## config.mk

```make
export PLATFORM = sky130hd
export DESIGN_NAME = atm_terminal_arbiter
export DESIGN_NICKNAME = d
export VERILOG_FILES = /design/src/rtl/atm_terminal_arbiter.sv
export SDC_FILE = /design/constraint.sdc
export NUM_CORES = 1
export LEC_CHECK = 0
export ABC_AREA = 1
export ABC_CLOCK_PERIOD_IN_PS = 2050
export CAP_MARGIN = 5
export CORE_MARGIN = 3
export CORE_UTILIZATION = 28
export CTS_BUF_LIST = sky130_fd_sc_hd__clkbuf_8
export CTS_CLUSTER_DIAMETER = 40
export DETAILED_ROUTE_END_ITERATION = 12
export PLACE_DENSITY = 0.73
export SLEW_MARGIN = 0
export SYNTH_ARGS = -nofsm -noshare
export SYNTH_HDL_FRONTEND = slang
export SYNTH_SLANG_ARGS = --single-unit
```

## constraint.sdc

```tcl
create_clock -name clock -period 2.05 [get_ports clock]
set_clock_uncertainty 0.2 [all_clocks]
set_input_delay 0.41 -clock clock [delete_from_list [all_inputs] [get_ports clock]]
set_output_delay 0.41 -clock clock [all_outputs]
set_load 0.01 [all_outputs]
```

## src/rtl/atm_terminal_arbiter.sv

```systemverilog
// Round-robin arbiter sharing one ATM transaction core between N_TERM terminals.
// Define ATM_ARB_TIMEOUT_EN to include the WAIT-state watchdog (timed_out output).
module atm_terminal_arbiter #(
  parameter int N_TERM  = 4,
  parameter int OP_W    = 3,
  parameter int DATA_W  = 10,
  parameter int TIMEOUT = 16
) (
  input  logic                     clock,
  input  logic                     reset,
  input  logic [N_TERM-1:0]        req,
  input  logic [N_TERM*DATA_W-1:0] term_card,
  input  logic [N_TERM*DATA_W-1:0] term_amount,
  input  logic [N_TERM*OP_W-1:0]   term_op,
  output logic [N_TERM-1:0]        resp_valid,
  output logic                     resp_declined,
  output logic                     core_start,
  output logic [DATA_W-1:0]        core_card,
  output logic [DATA_W-1:0]        core_amount,
  output logic [OP_W-1:0]          core_op,
  input  logic                     core_done,
  input  logic                     core_declined,
  output logic                     busy,
  output logic                     timed_out
);

  localparam int IDX_W = $clog2(N_TERM);

  generate
    if (N_TERM < 2 || N_TERM > 8 || TIMEOUT < 1) begin : g_bad_param
      $error("atm_terminal_arbiter: N_TERM must be 2..8 and TIMEOUT >= 1");
    end
  endgenerate

  typedef enum logic [1:0] {IDLE, ISSUE, WAIT, RESPOND} state_t;

  state_t            state, state_next;
  logic [IDX_W-1:0]  ptr, ptr_next;
  logic [IDX_W-1:0]  grant, grant_next;
  logic [DATA_W-1:0] card, card_next;
  logic [DATA_W-1:0] amount, amount_next;
  logic [OP_W-1:0]   op, op_next;
  logic              declined, declined_next;

  logic [IDX_W-1:0]  pick;
  logic [IDX_W:0]    probe;
  logic              found;
  logic [OP_W-1:0]   pick_op;

`ifdef ATM_ARB_TIMEOUT_EN
  localparam int CNT_W = $clog2(TIMEOUT) + 1;
  logic [CNT_W-1:0]  cnt, cnt_next;
`endif

  // Scan from the highest offset down so the closest request to ptr wins.
  always_comb begin
    found = 1'b0;
    pick  = '0;
    probe = '0;
    for (int k = N_TERM - 1; k >= 0; k--) begin
      probe = {1'b0, ptr} + (IDX_W+1)'(k);
      if (probe >= (IDX_W+1)'(N_TERM)) begin
        probe = probe - (IDX_W+1)'(N_TERM);
      end
      if (req[probe[IDX_W-1:0]]) begin
        found = 1'b1;
        pick  = probe[IDX_W-1:0];
      end
    end
  end

  assign pick_op = term_op[pick*OP_W +: OP_W];

  always_comb begin
    state_next    = state;
    ptr_next      = ptr;
    grant_next    = grant;
    card_next     = card;
    amount_next   = amount;
    op_next       = op;
    declined_next = declined;
`ifdef ATM_ARB_TIMEOUT_EN
    cnt_next      = cnt;
`endif
    core_start    = 1'b0;
    resp_valid    = '0;
    resp_declined = 1'b0;
    timed_out     = 1'b0;

    case (state)
      IDLE: begin
        if (found) begin
          grant_next  = pick;
          card_next   = term_card[pick*DATA_W +: DATA_W];
          amount_next = term_amount[pick*DATA_W +: DATA_W];
          op_next     = pick_op;
          // Opcodes 0 and all-ones are reserved; refuse without touching the core.
          if (pick_op == '0 || pick_op == '1) begin
            declined_next = 1'b1;
            state_next    = RESPOND;
          end else begin
            declined_next = 1'b0;
            state_next    = ISSUE;
          end
        end
      end
      ISSUE: begin
        core_start = 1'b1;
`ifdef ATM_ARB_TIMEOUT_EN
        cnt_next   = '0;
`endif
        state_next = WAIT;
      end
      WAIT: begin
        if (core_done) begin
          declined_next = core_declined;
          state_next    = RESPOND;
        end
`ifdef ATM_ARB_TIMEOUT_EN
        else if (cnt == CNT_W'(TIMEOUT - 1)) begin
          declined_next = 1'b1;
          timed_out     = 1'b1;
          state_next    = RESPOND;
        end else begin
          cnt_next = cnt + 1'b1;
        end
`endif
      end
      RESPOND: begin
        resp_valid[grant] = 1'b1;
        resp_declined     = declined;
        ptr_next          = (grant == IDX_W'(N_TERM - 1)) ? '0 : grant + 1'b1;
        state_next        = IDLE;
      end
      default: state_next = IDLE;
    endcase
  end

  always_ff @(posedge clock or posedge reset) begin
    if (reset) begin
      state    <= IDLE;
      ptr      <= '0;
      grant    <= '0;
      card     <= '0;
      amount   <= '0;
      op       <= '0;
      declined <= 1'b0;
`ifdef ATM_ARB_TIMEOUT_EN
      cnt      <= '0;
`endif
    end else begin
      state    <= state_next;
      ptr      <= ptr_next;
      grant    <= grant_next;
      card     <= card_next;
      amount   <= amount_next;
      op       <= op_next;
      declined <= declined_next;
`ifdef ATM_ARB_TIMEOUT_EN
      cnt      <= cnt_next;
`endif
    end
  end

  assign core_card   = card;
  assign core_amount = amount;
  assign core_op     = op;
  assign busy        = (state != IDLE);

endmodule
```

# == After elaboration in Yosys (flattened, before gate mapping) ==
# Cells that the tools add are included.
# totals
ff_bits,30
output_inout_bits,31
# classes
addsub,8
mul,2
magnitude_cmp,10
eq_ne,7
n_shift,3
n_mux,34
reduce_logical,9
# op_table
operator,n
40-bit by 7-bit variable part select with 10-bit output,2
2-bit 2-to-1 mux,12
2-bit by 3-bit < comparator with 1-bit output (second input constant),5
1-bit 2-to-1 mux,14
12-bit by 5-bit variable part select with 3-bit output,1
3-bit greater-or-equal comparator (second input constant),3
1-bit binary-select mux with 2-bit select,4
2-bit one-hot mux with 4 select lines,1
2-bit by 1-bit subtractor with 2-bit output (second input constant),4
2-bit by 2-bit adder with 3-bit output (second input constant),2
2-bit == test (second input constant),3
2-bit by 3-bit multiplier with 5-bit output (second input constant),1
2-bit by 2-bit multiplier with 4-bit output (second input constant),1
4-bit 2-to-1 mux,1
2-bit != test (second input constant),2
2-bit AND reduction,2
2-bit nonzero test,2
2-bit by 1-bit adder with 3-bit output (second input constant),1
3-bit == test (second input constant),1
2-bit by 3-bit greater-or-equal comparator with 1-bit output (second input constant),1
3-bit zero test,1
3-bit AND reduction,1
2-bit by 1-bit adder with 2-bit output (second input constant),1
1-bit demux with 2-bit select,1
6 further kinds,6

# == Depth between registers and ports, before layout ==
# depth
ltp_word,16
depth_mapped,17
mapped_depth_nobuf,16

# == Worst setup path after synthesis ==
# OpenSTA, ideal clock, no wires.
# synth_path
path_kind,register -> register
startpoint,reg ptr[0]
endpoint,reg state[1]
setup_ps,116
t_arrival_ps,1680
t_required_ps,1734
setup_slack_ps,54
path_stages_with_launch,17
path_buffers,2
synth_period_minus_slack_ps,1996
path_cell_list,dfrtp_1 buf_6 xnor2_1 nand2_1 nand3_2 nand2_2 nand2_4 nand2_4 buf_6 nand2_1 nand2_1 nand2_1 nand2_1 nand3_1 nand3_1 nand2_1 nand2_1
# synth_between
elab_chain_len,16
elab_cells_between_ends,41
classes_between,7 x add/sub; 1 x mul; 4 x order compare; 2 x eq/ne; 1 x shift; 23 x mux; 3 x reduce/logical
# synth_rtl
item,line_no,rtl
from (decl),38,"logic [IDX_W-1:0] ptr, ptr_next;"
from (signal assigned),153,ptr <= ptr_next;
2-bit by 2-bit adder with 3-bit output,61,"probe = {1'b0, ptr} + (IDX_W+1)'(k);"
3-bit greater-or-equal comparator or 2-bit by 1-bit subtractor with 2-bit output (tied branches),"62, 63",
2-bit 2-to-1 mux,62,if (probe >= (IDX_W+1)'(N_TERM)) begin
1-bit binary-select mux with 2-bit select,65,if (req[probe[IDX_W-1:0]]) begin
1-bit 2-to-1 mux (not written as such),65,
2-bit 2-to-1 mux (4 in a row),65,
2-bit by 2-bit multiplier with 4-bit output,72,assign pick_op = term_op[pick*OP_W +: OP_W];
12-bit by 5-bit variable part select with 3-bit output,72,
3-bit == test or 3-bit zero test (tied branches),98,if (pick_op == '0 || pick_op == '1) begin
1-bit logical OR,98,
2-bit 2-to-1 mux,98,
2-bit 2-to-1 mux,92,if (found) begin
2-bit one-hot mux with 4 select lines,90,case (state)
to (signal assigned),152,state <= state_next;
to (decl),37,"state_t state, state_next;"
# Parallel ways exist; a longest one is shown, timed or not. The select of a mux whose other input is x is not followed.
# A chain may end at the register's enable or synchronous reset.

# == Worst setup path in the final report ==
# layout_path
startpoint,reg ptr[0]
endpoint,"reg amount[2], in the netlist core_amount[2]"
# layout_between
elab_chain_len,11
elab_cells_between_ends,34
classes_between,7 x add/sub; 1 x mul; 4 x order compare; 1 x shift; 20 x mux; 1 x reduce/logical
# layout_rtl
item,line_no,rtl
2-bit by 2-bit adder with 3-bit output,61,
3-bit greater-or-equal comparator or 2-bit by 1-bit subtractor with 2-bit output (tied branches),"62, 63",
2-bit 2-to-1 mux,62,
1-bit binary-select mux with 2-bit select,65,
1-bit 2-to-1 mux (not written as such),65,
2-bit 2-to-1 mux (4 in a row),65,
2-bit by 3-bit multiplier with 5-bit output,95,amount_next = term_amount[pick*DATA_W +: DATA_W];
40-bit by 7-bit variable part select with 10-bit output,95,
to (signal assigned),156,amount <= amount_next;
to (decl),41,"logic [DATA_W-1:0] amount, amount_next;"
# Parallel ways exist; a longest one is shown, timed or not. The select of a mux whose other input is x is not followed.

==> metrics <==
outcome complete, but fails checks; failing checks negative setup slack; vias in the first global route 3,290; Sink Count 30; switch share 46.5%; post-DR wirelength/cell 15.8 µm; # placed instances 582; Max rail drop VDD 1.09 mV; Netlist Area Pre-Place about 0.0023 mm²; crit path kind flip-flop to flip-flop; multi-input logic area 0.00177 mm²; Pint roughly 0.005 W; Yosys warning total 0; final-report max-slew violation count 0; Worst Path Arrival roughly 2200 ps; Synth Instances approximately 350; Hold Vio Cnt, Final 0; Rows 32; initial antenna violation count 0; Clock transition at path regs approximately 60 ps; antenna-violating nets left 0; htree depth 2; Post-Route WL around 9900 µm; filler-free cell count of the finished design 626; post-route setup TNS -3690 ps; CP required 2050 ps; Power Density roughly 2000 mW/mm²; CTS tree done; Final Setup Violations 27; FILL cells approximately 640; most common cell in the netlist nor2_1; register share of total power 12.3%; 1st-iter DRT viols 100; Post-DP HPWL between 6000 and 7000 µm; die height ~97 µm; crit path max fanout 6; combinational group share of total power 83.2%; Post-synth top cells nor2_1 (74), nand2_1 (66), o21ai_0 (46); Buffers on Ports approximately 130; Synth Flop Type dfrtp_1; largest net degree at the start of global routing 31; Synth area leader dfrtp_1; RSZ-0062 raised after global routing true; worst skew pair latency 270 ps; clock root cell clkbuf_8; remaining global-route overflow 0; # nets final approximately 630; sequential area share after synthesis 32.6%; die area 0.00936 mm²; first-pass GRT wire length roughly 16,000 µm; Critical Path Sink Type flip-flop; Tcrit/Tclk final 109%; maximum clock rate 447 MHz; final worst slack -185 ps; maxcap violations 0; synthesis-stage register bit count 30; GRT Total Usage around a fifth; Antenna diodes 0; Via density slightly below 5; Clk network pwr share 4.5%; Post-synth EDFFs 0; Switch Pwr 0.00447 W; FFs w/ async S/R, synth between 90% and 100%; Final min period ~2200 ps; first-pass iteration count of the detailed router 4; I/O Pins around 130; syn_area_per_cell 6.63 µm²; Max Root-Sink Buffers 2; Cell variety after synth 29; CTS Buf Count 5; sequential cell area 756 µm²; net count of the mapped netlist 457; Lkg Pwr 2.14 nW; layout cells sized above 1 30.9%; DP Worst Slack -575 ps; Worst setup SP type flip-flop; Initial Util 29.4%; Synth top area share between 30% and 40%; Core Area 0.00785 mm²; Final Wtd Congestion about 0.76; # hold bufs at CTS 0; vias 3,103; dominant cells by area after synthesis dfrtp_1 (33%), nor2_1 (12%), nand2_1 (11%); DIE WIDTH ~97 µm; area grow syn2layout 110%; worst min path class flip-flop to flip-flop; # DRC 0
[power by group through the flow]
| stage | sequential [W] | combinational, W | clock [W] |
|---|---|---|---|
| floorplan | 0.00119 | 0.00288 | 0 |
| global placement | 0.00113 | 0.00463 | 0 |
| detailed placement | 0.00114 | 0.00475 | 0 |
| CTS | 0.00115 | 0.00754 | 0.000458 |
| global route | 0.00121 | 0.00865 | 0.000482 |
| finish | 0.00118 | 0.00799 | 0.000433 |
[cell families after synthesis]
group,synth area share (%)
and+or+nand+nor,33.1
AOI/OAI and AO/OA,18.7
buffers and inverters,10.2
DFF,32.6
adders and majority gates,4.88
xor gates and xnor gates,0.380
other,0.163
[through the flow]
stage,util [%],total power (W),hold WS [ps],cell area [µm²]
finish,61.8,0.00960,287,4850
CTS,60.1,0.00914,288,4720
floorplan,-,0.00408,249,2310
global route,61.8,0.0103,316,4850
global placement,48.7,0.00576,264,3820
detailed placement,48.7,0.00590,273,3820
[cells in the final DEF (no fill, tap or decap), types with 11 or more instances in the layout]
cell type | Yosys | routed
nand2_2 | 2 | 13
buf_4 | 3 | 30
o21ai_2 | 0 | 13
dfrtp_1 | 30 | 26
nand3_1 | 27 | 13
nor2_2 | 1 | 11
clkdlybuf4s50_1 | 0 | 118
nor2_1 | 74 | 54
inv_1 | 30 | 25
nand2_1 | 66 | 50
buf_6 | 2 | 12
o21ai_1 | 4 | 25
[what timing repair did]
item | in CTS | in global routing
gates resized for setup | 160 | 37
endpoints found under the setup margin | 35 | 32
pin swaps | 42 | 16
cloned | 7 | 0
setup buffers | 27 | 4
[state kept, by name, indices dropped and copies added, names as in the netlist]
name	cells
core_amount	10
core_card	10
core_op	3
grant	2
ptr	2
state	2
declined	1
[worst max-delay path, cell delays in order (launching register included)]
cell and delay, ps:
dfrtp_2 480, buf_6 170, o21ai_4 170, nand2_2 100
nand3_4 110, nand2_4 80, nand2_8 90, nand2_8 90
inv_8 80, buf_12 110, buf_8 120, nor2_4 40
nor2_2 100, o21ai_1 70, a31oi_1 160
[worst paths after layout]
| check | endpoint | slack, ps | start | cells after the start |
|---|---|---|---|---|
| max in group asynchronous | ptr[0]$_DFFE_PP0P_ | 1010 | reset | 3 |
| min in group asynchronous | core_amount[2]$_DFFE_PP0P_ | 320 | reset | 3 |
| worst max-delay path | core_amount[2]$_DFFE_PP0P_ | -190 | ptr[0]$_DFFE_PP0P_ | 14 |
| worst min-delay path | declined$_DFFE_PP0P_ | 290 | declined$_DFFE_PP0P_ | 2 |
| worst min register to register | declined$_DFFE_PP0P_ | 290 | declined$_DFFE_PP0P_ | 2 |
| worst max register to register | core_amount[2]$_DFFE_PP0P_ | -190 | ptr[0]$_DFFE_PP0P_ | 14 |
[layer usage]
layer	track usage [%]	wire length, µm	part of all wire [%]	up-vias
met1	22.4	3730	38	1480
met5	0	0	0	-
li1	-	-	-	1491
met2	39.5	5460	55	115
met3	5.19	546	5.5	17
met4	6.26	148	1.5	0
[area by class of cell]
cell class	instances	share of cell area (%)
Inverter	34	2.94
Tap cell	102	2.63
Sequential cell	30	15.6
Multi-Input combinational cell	266	36.5
Clock inverter	2	0.155
Timing Repair Buffer	187	40.7
Clock buffer	5	1.42
Note: power is estimated with default switching activity, not from simulation.
==> RTL edit, RTL diff (config.mk and constraints unchanged) <==
Make the reset (`reset`) synchronous in one clocked block.
--- a/src/rtl/atm_terminal_arbiter.sv
+++ b/src/rtl/atm_terminal_arbiter.sv
@@ -138,3 +138,3 @@
 
-  always_ff @(posedge clock or posedge reset) begin
+  always_ff @(posedge clock) begin
     if (reset) begin
Formal check against the unedited RTL: differs if reset is asserted again (counterexample within 4 cycles, from zero or initial values and one cycle with reset high); with reset held inactive, the same outputs for 10 cycles.
==> RTL edit against the unedited design <==
- the run still ends with negative setup slack left
- sequential cell count unchanged
- setup slack improved by 0.10 ns
- design area decreased by 11%
- critical path depth is 2 higher
- wire length down 9.5%
- synthesized area fell by 2.8%
- die area is 2.6% lower
Power is not compared: it rests on default switching activity, and its combinational part moved more than twofold at a synthesized area within 25%.
==> RTL edit: results (changes against the unedited design) <==
| Metric | Value |
|---|---|
| Outcome | complete, but fails checks |
| Failing checks | negative setup slack |
| Commonest cells post-synth | nand2_1, nand3_1, dfxtp_1, inv_1, o21ai_0 |
| M1 WL | 3.465 mm (-7.0%) |
| Post-layout net count | 642 (+1.4%) |
| First-pass GRT wire length | 13.97 mm (-12%) |
| Synthesized net count | 487 (+6.6%) |
| Ys async rst share | 0% (-100 points) |
| DR iter-0 viols | 102 (+2.0%) |
| Leakage dissipation | 2.009 nW |
| Post-synthesis adder-cell area fraction | 5.025% (+0.14 points) |
| Share of cells above drive strength 1 | 19.32% (-12 points) |
| Met2 WL | 4.560 mm (-16%) |
| Setup crit start | ptr[0]$_SDFFE_PP0P_ |
| Placement Cell Area | 0.003774 mm^2 (-1.2%) |
| Hold Path Sink | declined$_SDFFE_PP0P_ |
| Compound-cell area share of the yosys netlist | 15.24% (-3.5 points) |
| Total number of vias | 3,056 (-1.5%) |
| Placer Congestion | 0.8402 (+11%) |
| Routing usage on met1 | 22.43% (+0.062 points) |
| Metal3 WL | 693 um (+27%) |
| Met2 Use GR | 34.23% (-5.3 points) |
| Sequential element share of the synthesized area | 26.80% (-5.8 points) |
| DP Worst Slack | -0.5307 ns (+0.04440 ns) |
| DP Wirelength | 6.433 mm (+2.0%) |
| Setup TNS | -0.3400 ns (+3.349 ns) |
| M3 GR Usage | 6.156% (+0.97 points) |
| Reg2Reg Depth | 16 (+2) |
| CTS Buffer Depth | 2 (unchanged) |
| Hold slack | 0.2877 ns (+0.0008780 ns) |
| Non-filler cells in the finished layout | 632 (+0.96%) |
| WP data arrival | 2.13 ns (-0.10 ns) |
| Hold Startpoint | declined$_SDFFE_PP0P_ |
| Final worst slack | -0.08195 ns (+0.1035 ns) |
| Placed Cells | 610 (+4.8%) |
| Xor and xnor area share after synthesis | 0.3908% (+0.011 points) |
| Wire per inst | 14.15 um (-10%) |
| Clk_lat worst skew | 0.27 ns (about the same) |
| Setup Viol. Count Final | 12 (-56%) |
| Synth cell types | 25 (-14%) |
| Predominant post-synthesis flop cell | dfxtp_1 |
| Top area cells in the synthesized netlist | dfxtp_1, nand2_1, nand3_1 |
| Vias in the first global route | 3,005 (-8.7%) |
| GRT Total Usage | 19.43% (-1.4 points) |
| Final Core Density | 57.10% (-4.7 points) |
| Filler cell count | 719 (+13%) |
| RR Endpoint | state[1]$_SDFFE_PP0P_ |
| Syn_area_per_cell | 5.928 um^2 (-11%) |
[RTL edit: final cells by class]
class	count	area share, %
repair buffers	168	40.51
well taps	99	2.883
clock inverters	2	0.1747
flip-flops and latches	30	14.30
clock buffers	5	1.602
multi-input cells	299	37.89
inverters	29	2.650
[RTL edit: critical path: stages (launching register included)]
cell and delay [ns]:
dfxtp_4 0.38, buf_6 0.14, nand2_2 0.09, nand3_2 0.10
nand2_2 0.10, nand3_4 0.10, nand2_4 0.08, nand2_4 0.07
nand2_4 0.13, nand2_1 0.09, nand2_1 0.06, nand2_1 0.04
nand2_1 0.09, nand3_2 0.09, nand2_1 0.08, nand2_1 0.07
a21oi_2 0.14
[RTL edit: what timing repair did]
action	in CTS	in global routing
setup buffers	7	3
hold buffers	0	0
pin swaps	9	12
gates cloned	3	2
setup endpoints to repair	34	27
gates resized for setup	48	48
[RTL edit: report_power, final]
part / internal, mW / switching [mW]
Clock: 0.223 / 0.209
Sequential: 0.870 / 0.177
Combinational: 1.67 / 1.70
Total: 2.76 / 2.09
